`config.mk`:
```
export PLATFORM = sky130hd
export DESIGN_NAME = rr_arbiter16
export DESIGN_NICKNAME = d
export VERILOG_FILES = /design/src/rtl/rr_arbiter16.sv
export SDC_FILE = /design/constraint.sdc
export NUM_CORES = 1
export LEC_CHECK = 0
export ABC_AREA = 0
export CAP_MARGIN = 25
export CORE_ASPECT_RATIO = 0.7
export CORE_UTILIZATION = 40
export DETAILED_ROUTE_END_ITERATION = 8
export DONT_BUFFER_PORTS = 1
export GPL_ROUTABILITY_DRIVEN = 1
export SLEW_MARGIN = 25
export SYNTH_ARGS = -nofsm -noshare
export SYNTH_HDL_FRONTEND = slang
export SYNTH_SLANG_ARGS = --single-unit
export TNS_END_PERCENT = 5
```
`constraint.sdc`:
```
create_clock -name clk -period 3.56 [get_ports clk]
set_input_delay 0.712 -clock clk [delete_from_list [all_inputs] [get_ports clk]]
set_output_delay 0.712 -clock clk [all_outputs]
set_load 0.02 [all_outputs]
```
`src/rtl/rr_arbiter16.sv`:
```
// rr_arbiter16 -- round-robin arbiter for 16 requesters sharing one resource.
//
// The winner index is registered and decoded to a one-hot grant vector. A grant
// is held until the owner signals done or drops its request. Every release is
// followed by one dead GAP cycle for decoder turnaround. The next grant is then
// evaluated in IDLE.
//
// Optional feature (compile-time macro RR_ARB_TIMEOUT_EN):
//   defined   : a hold counter force-releases a grant after MAX_HOLD cycles
//               and pulses timeout for one cycle.
//   undefined : no hold counter; timeout is tied to 0.
//
// Parameters:
//   MAX_HOLD    maximum grant length in cycles (2..255), timeout build only
// Ports:
//   clk         clock, rising edge
//   rst_n       asynchronous active-low reset
//   req[15:0]   request vector, bit i = requester i wants the resource
//   done        current owner releases the grant (sampled only in GRANT)
//   grant[15:0] one-hot decode of grant_idx while grant_valid, else 0
//   grant_idx   index of the current owner
//   grant_valid a grant is active
//   timeout     one-cycle pulse when a grant was released by the hold limit
module rr_arbiter16 #(
    parameter int unsigned MAX_HOLD = 8
) (
    input  logic        clk,
    input  logic        rst_n,
    input  logic [15:0] req,
    input  logic        done,
    output logic [15:0] grant,
    output logic [3:0]  grant_idx,
    output logic        grant_valid,
    output logic        timeout
);

    if (MAX_HOLD < 2 || MAX_HOLD > 255) begin : g_max_hold_range
        $error("rr_arbiter16: MAX_HOLD must be in 2..255");
    end

    typedef enum logic [1:0] {
        IDLE  = 2'd0,
        GRANT = 2'd1,
        GAP   = 2'd2
    } state_t;

    state_t     state, state_nxt;
    logic [3:0] idx_r, idx_nxt;
    logic [3:0] last_r, last_nxt;
    logic       valid_r, valid_nxt;
    logic [3:0] winner;
    logic       rel_owner;
    logic       rel_hold;

    // Round-robin pick: scan offsets 16 down to 1 so that the smallest offset
    // above last_r with a set request is the final assignment. Offset 16 wraps
    // back onto last_r itself, so the previous owner is considered last.
    always_comb begin
        winner = last_r;
        for (int k = 16; k >= 1; k--) begin
            if (req[last_r + 4'(k)]) begin
                winner = last_r + 4'(k);
            end
        end
    end

    assign rel_owner = done || !req[idx_r];

`ifdef RR_ARB_TIMEOUT_EN
    logic [7:0] hold_r, hold_nxt;
    logic       to_r, to_nxt;

    assign rel_hold = (hold_r == 8'(MAX_HOLD - 1));
`else
    assign rel_hold = 1'b0;
`endif

    always_comb begin
        state_nxt = state;
        idx_nxt   = idx_r;
        last_nxt  = last_r;
        valid_nxt = valid_r;
`ifdef RR_ARB_TIMEOUT_EN
        hold_nxt  = hold_r;
        to_nxt    = 1'b0;
`endif
        case (state)
            IDLE: begin
                if (|req) begin
                    idx_nxt   = winner;
                    valid_nxt = 1'b1;
                    state_nxt = GRANT;
`ifdef RR_ARB_TIMEOUT_EN
                    hold_nxt  = 8'd0;
`endif
                end
            end
            GRANT: begin
                if (rel_owner || rel_hold) begin
                    last_nxt  = idx_r;
                    valid_nxt = 1'b0;
                    state_nxt = GAP;
`ifdef RR_ARB_TIMEOUT_EN
                    // Only a release caused solely by the hold limit is reported.
                    to_nxt    = rel_hold && !rel_owner;
`endif
                end else begin
`ifdef RR_ARB_TIMEOUT_EN
                    if (hold_r != 8'hFF) begin
                        hold_nxt = hold_r + 8'd1;
                    end
`endif
                end
            end
            GAP: begin
                state_nxt = IDLE;
            end
            default: begin
                state_nxt = IDLE;
                valid_nxt = 1'b0;
            end
        endcase
    end

    always_ff @(posedge clk or negedge rst_n) begin
        if (!rst_n) begin
            state   <= IDLE;
            idx_r   <= 4'h0;
            last_r  <= 4'hF;  // first scan after reset starts at bit 0
            valid_r <= 1'b0;
`ifdef RR_ARB_TIMEOUT_EN
            hold_r  <= 8'd0;
            to_r    <= 1'b0;
`endif
        end else begin
            state   <= state_nxt;
            idx_r   <= idx_nxt;
            last_r  <= last_nxt;
            valid_r <= valid_nxt;
`ifdef RR_ARB_TIMEOUT_EN
            hold_r  <= hold_nxt;
            to_r    <= to_nxt;
`endif
        end
    end

    assign grant       = valid_r ? (16'h0001 << idx_r) : 16'h0000;
    assign grant_idx   = idx_r;
    assign grant_valid = valid_r;
`ifdef RR_ARB_TIMEOUT_EN
    assign timeout     = to_r;
`else
    assign timeout     = 1'b0;
`endif

endmodule

```
==> flow_metrics.tcl, run 1 <==
set metrics [dict create \
    holdWs_ps 162 \
    critPathRequiredTime_ps 3740 \
    crit_type "flip-flop to flip-flop" \
    grt_overflow 0 \
    r2r_slack_ps 200 \
    die_area_um2 7230 \
    port_buffers 0 \
    synth_top_cell_by_area "mux4_2" \
    nets 327 \
    final_area_um2 2950 \
    synth_top_area_share_pct 22.1 \
    drv_slew 0 \
    rr_endpoint "grant_idx[0]$_DFFE_PN0P_" \
    fillers 618 \
    drt-wirelength-per-cell_um 22.6 \
    synthTopCellsByCount "nor2_1 (29), mux4_2 (27), a21oi_1 (24), nand2_1 (24), mux2i_1 (19)" \
    cp-startpoint "last_r[0]$_DFFE_PN1P_" \
    grt_pass1_vias 2366 \
    max_freq_mhz 297 \
    grt_setup_unrepaired "false" \
    boundaryPins 41 \
    routed-via-count 2662 \
    utilization_pct 46.0 \
    skew_ps 5.44 \
    core-area_um2 6430 \
    status "finished, final reports clean" \
    gp_congestion 0.984 \
    endpoint "grant_idx[0]$_DFFE_PN0P_" \
    area_growth_pct 7.22 \
    route.detailed.drc 0 \
    grt_max_degree 25 \
    cp-start-kind "flip-flop" \
    fp.dieW_um 101 \
    worst-slew-pin-transition_ps 658 \
    grtUsageTotal_pct 24.8 \
    routed_wirelength_um 8820 \
    netlist_instances 299 \
    drive_gt1_share_pct 25.7 \
    fin_crit_sh_pct 94.5 \
    clk_latency_ps 240 \
    maxCapViolations 0 \
    cts_setup_buffers 0 \
    maxSlewHeadroom_pct 55.8 \
    yosys-top-cells-area "mux4_2 (22%), mux4_1 (7.6%), mux2i_1 (6.9%), dfrtp_1 (6.4%), mux2_2 (4.9%)" \
    synth-main-ff-cell "dfrtp_1" \
    hp-class "input port to async pin" \
    h-tree-depth 1 \
    drt_iter0_markers 247 \
    yosysMostFrequentCell "nor2_1" \
    endpoint_kind "flip-flop" \
    cts_tree "yes" \
    clkTransAtPathRegs_ps 50 \
    cts_made_buffers 3 \
    synth_edf_count 0 \
    avgSynthCellArea_um2 9.21 \
    ant_nets 0 \
    antenna_found_initial 0 \
    ys.warnings.count 0 \
    yosysUniqueCellTypes 62 \
    postPlaceCellArea_um2 2900 \
    diodes 0 \
    fp-row-count 24 \
    final-hold-violation-count 0 \
    worst_r2r_path_depth 7 \
    worst-endpoint-arrival_ps 3540 \
    grt_pass1_wl_um 13600 \
    initial_utilization_pct 42.9 \
    via_per_inst 6.81 \
    die-height_um 71.4 \
    root_buffer "clkbuf_8" \
    yosysSeqAreaShare_pct 10.2 \
    syn_area_um2 2750 \
    period_needed_ps 3360 \
    clock-sinks 11 \
    fin_setup_tns_ps 0 \
    async_flop_share_pct 100 \
    synth.net_count 325 \
    worstPathMaxFanout 24 \
    first_pass_iters 8 \
    yosys_register_bits 11 \
    r2r_start "last_r[0]$_DFFE_PN1P_" \
    dp_hpwl_um 6720 \
    setup_viol 0 \
    clockBufferDepth 2 \
]
==> logic make-up after synthesis <==
| logic type | count (synthesis) | share of synthesized area [%] |
|---|---|---|
| XOR/XNOR | 11 | 3.77 |
| adder cells (fa/ha/maj) | 7 | 3.18 |
| other | 1 | 0.136 |
| AND/OR/NAND/NOR | 101 | 18.3 |
| flip-flops | 11 | 10.2 |
| buffers and inverters | 29 | 5.36 |
| multiplexers | 68 | 42.9 |
| AO/OA/AOI/OAI | 71 | 16.2 |
==> per-layer routing <==
metal  vias to the layer above  track usage (%)  wire, um
li1                       1172                -         -
met1                      1293             40.1      4090
met2                       182             32.2      3520
met3                        15             6.44      1040
met4                         0             5.64       173
met5                         -                0         0
==> through the flow <==
stage / setup slack (ps) / instances
CTS: 142 / 391
global route: 80.7 / 391
detailed placement: 168 / 387
global placement: 203 / 387
floorplan: 3.63 / 299
finish: 195 / 391
==> area by class of cell <==
class | instances | area (um^2) | area share [%]
Inverter | 9 | 37.5 | 1.27
Sequential cell | 11 | 280 | 9.49
Multi-Input combinational cell | 259 | 2350 | 79.5
Timing Repair Buffer | 17 | 128 | 4.32
Tap cell | 91 | 114 | 3.86
Clock buffer | 4 | 45.0 | 1.53
==> worst max-delay path: stages, from the launching register on <==
cell	delay (ps)
dfstp_2	540
buf_4	340
mux4_1	750
mux4_2	590
and3_1	210
a2111o_1	360
or4_1	400
nand3_1	90
==> registers in the layout, summed over array words and instances, names as in the netlist <==
signal,count
last_r,4
grant_idx,4
grant_valid,1
state,2
==> how the worst min path moves through the flow <==
stage	cells past startpoint	to	startpoint
after CTS	0	grant_idx[0]$_DFFE_PN0P_	rst_n
after floorplan	0	grant_idx[0]$_DFFE_PN0P_	rst_n
after global placement	0	grant_idx[0]$_DFFE_PN0P_	rst_n
after global routing	0	state[0]$_DFFE_PN0P_	rst_n
final	0	grant_idx[0]$_DFFE_PN0P_	rst_n
after detailed placement	0	grant_idx[1]$_DFFE_PN0P_	rst_n
==> timing repair <==
item,CTS,global route
hold buffers,0,0
gates resized for setup,0,3
endpoints found under the setup margin,0,1
==> layout by cell type (no fill, tap or decap), types with 10 or more instances in the layout <==
cell type | synthesis | routed
a21oi_1 | 24 | 24
buf_4 | 2 | 17
mux2_2 | 12 | 12
mux2i_1 | 19 | 18
mux4_2 | 27 | 28
nand2_1 | 24 | 24
nand2b_1 | 10 | 10
nor2_1 | 29 | 28
o21ai_0 | 18 | 18
Power of run 1 is left out: the tool's default activity adds up to more than one toggle a clock period on the data nets, which glitch-free logic cannot reach.
==> inputs of run 2 (changes only) <==
Settings changed: CTS_CLUSTER_DIAMETER set to 50.
==> results of run 2 <==
Final layout, timing and power as in run 1 (identical DEF).
Power of run 2 is left out for the same reason.
==> inputs of run 3 (changes only) <==
Settings changed: CORE_MARGIN set to 5, CORE_UTILIZATION 40 to 50, PLACE_DENSITY set to 0.68.
==> flow_metrics.tcl, run 3 (synthesis results as in run 1) <==
set metrics [dict create \
    diodes 0 \
    port_buffers 0 \
    regArea_um2 280 \
    via_per_inst 7.05 \
    drt-wirelength-per-cell_um 22.7 \
    nets 328 \
    grt_setup_unrepaired "false" \
    fp-row-count 22 \
    cp-start-kind "flip-flop" \
    multi_input_area_um2 2340 \
    maxCapViolations 0 \
    skew_ps 0.400 \
    gr-usage-met1_pct 37.0 \
    period_needed_ps 3370 \
    met2_usage_pct 33.9 \
    grt_max_degree 25 \
    die-height_um 72.1 \
    fillers 498 \
    grt_overflow 0 \
    path_cells "clkinv_2, ha_2, mux4_2, mux4_2, nor2_2, o211ai_1, or4_1, a21oi_1, o21ai_1" \
    grtUsageMet3_pct 6.92 \
    area_growth_pct 6.41 \
    setup_viol 0 \
    cts_made_buffers 3 \
    core-area_um2 5290 \
    cts_tree "yes" \
    hp-class "input port to async pin" \
    drive_gt1_share_pct 25.6 \
    cts_setup_buffers 0 \
    routed_wirelength_um 8480 \
    fp.dieW_um 98.7 \
    clock-sinks 11 \
    antenna_found_initial 0 \
    root_buffer "clkbuf_8" \
    endpoint_kind "flip-flop" \
    die_area_um2 7120 \
    cpMaxStageDelayCell "mux4_2" \
    fin_setup_tns_ps 0 \
    dp_hpwl_um 6590 \
    max_freq_mhz 296 \
    boundaryPins 41 \
    worst-slew-pin-transition_ps 726 \
    layout_commonest_cell "nor2_1" \
    ant_nets 0 \
    critPathRequiredTime_ps 3680 \
    clkTransAtPathRegs_ps 50 \
    maxSlewHeadroom_pct 51.3 \
    h-tree-depth 1 \
    drv_slew 0 \
    grt_pass1_vias 2421 \
    slowest_delay_ps 600 \
    drt_iter0_markers 255 \
    grtUsageTotal_pct 23.8 \
    path_common_cell "mux4_2" \
    first_pass_iters 5 \
    worst-endpoint-arrival_ps 3490 \
    final_cell_mix "nor2_1 (28), mux4_2 (27), nand2_1 (24), a21oi_1 (24)" \
    crit_type "flip-flop to flip-flop" \
    route.detailed.drc 0 \
    initial_utilization_pct 52.1 \
    grt_pass1_wl_um 13500 \
    status "finished, final reports clean" \
    final-hold-violation-count 0 \
    fin_crit_sh_pct 94.8 \
    clockBufferDepth 2 \
    worstPathMaxFanout 7 \
    clk_latency_ps 230 \
    routed-via-count 2631 \
    top_usage_layer "met1" \
    gp_congestion 0.958 \
]
## run 3: cell types whose count changed in the layout (fill, tap and decap cells not counted)
cell / before / now
buf_4: 17 / 18
ha_2: 0 / 1
ha_4: 1 / 0
mux4_1: 7 / 8
mux4_2: 28 / 27
## run 3: critical path: cells and delay by family (launching register included)
| kind | cells | cell delay [ps] |
|---|---|---|
| adder cells (fa/ha/maj) | 1 | 470 |
| flip-flops | 1 | 530 |
| buffers and inverters | 1 | 110 |
| AND/OR/NAND/NOR | 2 | 640 |
| AO/OA/AOI/OAI | 3 | 320 |
| multiplexers | 2 | 1180 |
## run 3: per-layer routing
layer / share of wire [%] / vias to the layer above
li1: - / 1176
met1: 44 / 1260
met5: 0 / -
met3: 14 / 4
met2: 42 / 191
met4: 0.33 / 0
## run 3: cell type report
class	count	area share, %
well taps	72	3.07
flip-flops and latches	11	9.56
repair buffers	18	4.61
clock buffers	4	1.54
multi-input cells	259	79.9
inverters	9	1.28
## run 3: through the flow
| stage | hold WS, ps | std cells | util (%) | worst slack, ps | cell area, um^2 |
|---|---|---|---|---|---|
| 5_1_grt | 158 | 373 | 55.4 | 12.6 | 2930 |
| 2_1_floorplan | 416 | 299 | - | 3.63 | 2780 |
| 3_5_place_dp | 417 | 369 | 54.5 | 110 | 2880 |
| 3_3_place_gp | 417 | 369 | 54.5 | 192 | 2880 |
| 6_report | 172 | 373 | 55.4 | 187 | 2930 |
| 4_1_cts | 163 | 373 | 55.4 | 102 | 2930 |
## run 3: path summary, 6_finish.rpt
kind / start / to / slack [ps] / depth (start not counted)
setup / recovery: last_r[0]$_DFFE_PN1P_ / grant_idx[2]$_DFFE_PN0P_ / 190 / 9
hold / removal: rst_n / grant_idx[1]$_DFFE_PN0P_ / 170 / 0
setup reg to reg: last_r[0]$_DFFE_PN1P_ / grant_idx[2]$_DFFE_PN0P_ / 190 / 9
hold reg to reg: last_r[0]$_DFFE_PN1P_ / last_r[0]$_DFFE_PN1P_ / 560 / 2
max in group asynchronous: rst_n / last_r[3]$_DFFE_PN1P_ / 3220 / 0
min in group clk: last_r[0]$_DFFE_PN1P_ / last_r[0]$_DFFE_PN1P_ / 560 / 2
## run 3: what timing repair did
| action | in CTS | in global routing |
|---|---|---|
| gates resized for setup | 0 | 1 |
| hold buffers | 0 | 0 |
| setup endpoints to repair | 0 | 1 |
Power of run 3 is left out for the same reason.
